**config.mk**
```make
export PLATFORM = sky130hd
export DESIGN_NAME = aes_inv_round_ctrl
export DESIGN_NICKNAME = d
export VERILOG_FILES = /design/src/rtl/aes_pkg.sv /design/src/rtl/aes_inv_round_ctrl.sv
export SDC_FILE = /design/constraint.sdc
export NUM_CORES = 1
export LEC_CHECK = 0
export ABC_AREA = 1
export BUFFER_PORTS_ARGS = -buffer_cell sky130_fd_sc_hd__buf_2
export CORE_AREA = 2 2 300 302
export CTS_CLUSTER_SIZE = 30
export DETAILED_ROUTE_END_ITERATION = 10
export DIE_AREA = 0 0 302 304
export GPL_ROUTABILITY_DRIVEN = 0
export PLACE_DENSITY_LB_ADDON = 0.08
export SETUP_SLACK_MARGIN = 0.5
export SLEW_MARGIN = 20
export SYNTH_ARGS = -nofsm -noshare
export SYNTH_HDL_FRONTEND = slang
export SYNTH_SLANG_ARGS = --single-unit
```
**constraint.sdc**
```tcl
create_clock -name clk -period 1.65 [get_ports clk]
set_input_delay 0.165 -clock clk [delete_from_list [all_inputs] [get_ports clk]]
set_output_delay 0.165 -clock clk [all_outputs]
set_load 0.1 [all_outputs]
```
**src/rtl/aes_pkg.sv**
```systemverilog
// Shared types and constants for the AES-128 inverse round controller.
package aes_pkg;

  typedef logic [127:0] aes_block_t;

  localparam int AES_NR        = 10;
  localparam int AES_KEY_IDX_W = 4;

  typedef enum logic [1:0] {
    IDLE,
    ROUND,
    DONE
  } aes_ctrl_st_t;

endpackage

```
**src/rtl/aes_inv_round_ctrl.sv**
```systemverilog
// Iterative AES-128 decryption scheduler driving an external inverse-round datapath.
// Defining AES_INV_BLK_CNT_EN adds a saturating completed-block counter on blk_cnt.
// state | meaning
// IDLE  | ready for a ciphertext; initial AddRoundKey applied on accept
// ROUND | one datapath pass per round, rnd NR-1 down to 0
// DONE  | plaintext held on out_data until the consumer takes it
module aes_inv_round_ctrl
  import aes_pkg::*;
#(
  parameter int DP_LAT = 0,
  parameter int NR     = AES_NR
) (
  input  logic                     clk,
  input  logic                     rst,
  input  logic                     in_valid,
  output logic                     in_ready,
  input  aes_block_t               in_data,
  output logic [AES_KEY_IDX_W-1:0] key_idx,
  input  aes_block_t               key_data,
  output aes_block_t               dp_din,
  output aes_block_t               dp_key,
  output logic                     dp_last,
  input  aes_block_t               dp_dout,
  output logic                     out_valid,
  input  logic                     out_ready,
  output aes_block_t               out_data
`ifdef AES_INV_BLK_CNT_EN
  ,
  output logic [31:0]              blk_cnt
`endif
);

  localparam logic [1:0]               LAT_LAST  = 2'(DP_LAT);
  localparam logic [AES_KEY_IDX_W-1:0] RND_FIRST = AES_KEY_IDX_W'(NR - 1);
  localparam logic [AES_KEY_IDX_W-1:0] KEY_INIT  = AES_KEY_IDX_W'(NR);

  aes_ctrl_st_t               st_q, st_d;
  logic [AES_KEY_IDX_W-1:0]   rnd_q, rnd_d;
  logic [1:0]                 wait_cnt_q, wait_cnt_d;
  aes_block_t                 blk_q, blk_d;

  assign dp_key = key_data;

  always_ff @(posedge clk) begin
    if (rst) begin
      st_q       <= IDLE;
      rnd_q      <= RND_FIRST;
      wait_cnt_q <= '0;
      blk_q      <= '0;
    end else begin
      st_q       <= st_d;
      rnd_q      <= rnd_d;
      wait_cnt_q <= wait_cnt_d;
      blk_q      <= blk_d;
    end
  end

  // Outputs are forced to their idle values while rst is high so no handshake leaks out.
  always_comb begin
    st_d       = st_q;
    rnd_d      = rnd_q;
    wait_cnt_d = wait_cnt_q;
    blk_d      = blk_q;
    in_ready   = 1'b0;
    key_idx    = KEY_INIT;
    dp_din     = '0;
    dp_last    = 1'b0;
    out_valid  = 1'b0;
    out_data   = '0;
    if (!rst) begin
      case (st_q)
        IDLE: begin
          in_ready = 1'b1;
          if (in_valid) begin
            blk_d      = in_data ^ key_data;
            rnd_d      = RND_FIRST;
            wait_cnt_d = '0;
            st_d       = ROUND;
          end
        end
        ROUND: begin
          dp_din  = blk_q;
          key_idx = rnd_q;
          dp_last = (rnd_q == '0);
          if (wait_cnt_q == LAT_LAST) begin
            blk_d      = dp_dout;
            wait_cnt_d = '0;
            if (rnd_q == '0) st_d  = DONE;
            else             rnd_d = rnd_q - 1'b1;
          end else begin
            wait_cnt_d = wait_cnt_q + 2'd1;
          end
        end
        DONE: begin
          out_valid = 1'b1;
          out_data  = blk_q;
          if (out_ready) st_d = IDLE;
        end
        default: st_d = IDLE;
      endcase
    end
  end

`ifdef AES_INV_BLK_CNT_EN
  logic [31:0] blk_cnt_q, blk_cnt_d;

  always_comb begin
    blk_cnt_d = blk_cnt_q;
    if (out_valid && out_ready && (blk_cnt_q != 32'hFFFF_FFFF)) blk_cnt_d = blk_cnt_q + 32'd1;
  end

  always_ff @(posedge clk) begin
    if (rst) blk_cnt_q <= '0;
    else     blk_cnt_q <= blk_cnt_d;
  end

  assign blk_cnt = blk_cnt_q;
`endif

endmodule

```
==> impl_metrics.tcl <==
set metrics [dict create \
    status "finished, violations left" \
    violations "setup timing" \
    min_period_ns 2.04 \
    hold_end "blk_q[72]" \
    total_leakage_power_uw 0.00906 \
    comb_power_share 0.441 \
    reg2reg_to "blk_q[16]" \
    ios 779 \
    power_uw 14500 \
    fillCellCount 9707 \
    grt_max_degree 132 \
    postRouteAntennaNets 0 \
    io_buffers 778 \
    ys_warn_count 0 \
    synth.area.mux_share 0 \
    setup_ws_ns -0.394 \
    cp_max_fo 20 \
    swShare 0.440 \
    clock.fmax_mhz 489 \
    clk_path_buf_depth 2 \
    syn_nets 1862 \
    synth-xor-area-share 0.113 \
    drive_above_1_share 0.553 \
    fp.dieArea_um2 91800 \
    hold_violations 0 \
    wire_per_inst_um 17.6 \
    synthToLayoutAreaGrowth_pct 124 \
    grt_pass1_vias 12400 \
    dp.cells 3278 \
    die-width_um 302 \
    antenna_found_initial 2 \
    p_int_uw 8100 \
    netlist_area_um2 9830 \
    reg2reg_from "st_q[0]" \
    hpwl_mm 43.8 \
    fin_skew_ns 0.0121 \
    synth_top_family_by_area "compound AO/OA/AOI/OAI gates" \
    min_from "in_data[72]" \
    grt_pass1_wl_mm 83.2 \
    synthCells 1470 \
    drv_cap 0 \
    routed_wl_mm 58.9 \
    viasPerCell 3.51 \
    die-height_um 304 \
    switching_power_uw 6380 \
    worst_hold_slack_ns 0.0620 \
    power_density_nw_per_um2 657 \
    drc 0 \
    worstSetupStartpointType "flip-flop" \
    fin_crit_sh 1.24 \
    rows 110 \
    share_seq_of_total_power 0.267 \
    synthSimpleGateAreaFrac 0.169 \
    fin_setup_tns_ns -89.67 \
    r2r_cells 10 \
    setup_viol 372 \
    drv_slew 0 \
    numClockSinks 136 \
    coreArea_um2 89000 \
    htreeDepth 4 \
    hp-class "in2reg" \
    p_clk_frac 0.291 \
    nets 2550 \
    synth_cell_types 19 \
    synth-adder-area-share 0.00509 \
    min_path_cells 4 \
    arrival_ns 1.88 \
    vdd_drop_max_mv 0.748 \
    required_ns 1.48 \
    synth_compound_area_frac 0.231 \
    grt-ovfl-total 0 \
    start_util 0.110 \
    vias 11800 \
    clkTransAtPathRegs_ns 0.07 \
    relSlewSlack 0.524 \
    n_antenna_cell 0 \
    firstDrtPassIters 6 \
    clk_latency_ns 0.47 \
    grt_usage 0.125 \
    synth_seq_cells 136 \
    clock-root-buffer "clkbuf_16" \
    worst-setup-path-type "reg2out" \
    tightest_slew_ns 0.714 \
    cts_inserted_buffers 17 \
    drt_iter0_drc 298 \
    rrSetupSlack_ns -0.20 \
    rsz0062_at_grt "yes" \
    crit_path_end_kind "output pin" \
    cts_tree "done" \
    syn_avg_cell_area_um2 6.69 \
    fin_cells 3347 \
    ys_seq_area_frac 0.277 \
]
synth_stat cells:
| cell type | number | area [um2] |
|---|---|---|
| ha_1 | 4 | 50.1 |
| o21ai_1 | 112 | 561 |
| inv_2 | 2 | 7.51 |
| o21bai_1 | 127 | 953 |
| buf_1 | 5 | 18.8 |
| dfxtp_1 | 136 | 2720 |
| nor2_1 | 396 | 1490 |
| buf_2 | 57 | 285 |
| xor2_1 | 127 | 1110 |
| o21ai_2 | 1 | 8.76 |
| nand2_1 | 27 | 101 |
| nand2_2 | 1 | 6.26 |
| nor3_1 | 1 | 5.00 |
| nand3_1 | 13 | 65.1 |
| buf_4 | 142 | 1070 |
| clkbuf_1 | 23 | 86.3 |
| o21ai_0 | 18 | 90.1 |
| inv_1 | 147 | 552 |
| a21oi_1 | 131 | 656 |
stage by stage:
stage	instance area [um2]	util	worst slack [ns]
3_5_place_dp	19800	0.223	-0.175
2_1_floorplan	11100	-	-0.725
4_1_cts	21900	0.246	-0.452
5_1_grt	22000	0.248	-0.480
6_report	22000	0.248	-0.394
3_3_place_gp	19800	0.223	-0.182
routing by layer:
layer | vias up | wire [um] | track usage
met1 | 5394 | 22100 | 0.135
li1 | 5910 | - | -
met2 | 431 | 31900 | 0.239
met3 | 26 | 4330 | 0.0385
met5 | - | 13 | 0
met4 | 2 | 560 | 0.0234
flip-flops by register name (all words and copies together) (netlist names):
signal      flops
rnd_q           4
blk_q         128
wait_cnt_q      2
st_q            2
power by group through the flow:
stage,logic [uW],clock network [uW],registers [uW]
after global placement,5950,0,3950
after global routing,6840,4590,3930
after detailed placement,5950,0,3950
final,6390,4220,3870
after floorplan,4050,0,3890
after CTS,6500,4510,3880
worst max path at each step:
stage | start | to | slack [ns] | depth (start not counted)
detailed placement | st_q[1] | dp_din[93] | -0.17 | 8
finish | st_q[0] | dp_din[7] | -0.39 | 7
global route | st_q[0] | dp_din[17] | -0.48 | 7
global placement | st_q[1] | dp_din[93] | -0.18 | 8
CTS | st_q[0] | dp_din[79] | -0.45 | 7
floorplan | st_q[0] | out_data[107] | -0.73 | 7
worst max-delay path: stages, from the launching register on:
cell and delay (ns):
dfxtp_2 0.37, buf_12 0.11, nand2_8 0.06, inv_12 0.08, nand2_8 0.09, buf_16 0.19, nor2_1 0.23, buf_12 0.21
layout make-up:
class	instances	area [um2]	share of cell area
repair buffers	893	9690	0.439
multi-input cells	959	6930	0.314
flip-flops and latches	136	2730	0.124
well taps	1176	1470	0.0667
inverters	149	591	0.0268
clock buffers	20	447	0.0203
clock inverters	12	166	0.00755
repair inverters	2	27.5	0.00125
layout by cell type (no fill, tap or decap), drive strengths merged:
cell type and instances:
clkinvlp 2, a21oi 131, bufbuf 7, buf 882
inv 154, ha 4, dlygate4sd3 1, dfxtp 136
o21bai 127, bufinv 3, clkinv 4, nand3 13
clkbuf 23, nand2 29, nor3 1, o21ai 131
xor2 127, nor2 396
logic make-up (layout without fill, tap and decap cells):
| logic type | count (synthesis) | after routing |
|---|---|---|
| DFF | 136 | 136 |
| xor gates and xnor gates | 127 | 127 |
| AOI/OAI and AO/OA | 389 | 389 |
| buffers and inverters | 376 | 1076 |
| and+or+nand+nor | 438 | 439 |
| adders and majority gates | 4 | 4 |
what timing repair did:
| item | 4_1_cts | 5_1_grt |
|---|---|---|
| setup buffers | 15 | 0 |
| pin swaps | 12 | 2 |
| gates resized for setup | 231 | 17 |
| hold buffers | 1 | 0 |
| cloned | 17 | 4 |
| setup endpoints to repair | 399 | 399 |
| hold endpoints to repair | 1 | 0 |
Power figures use the tool's default switching activity.
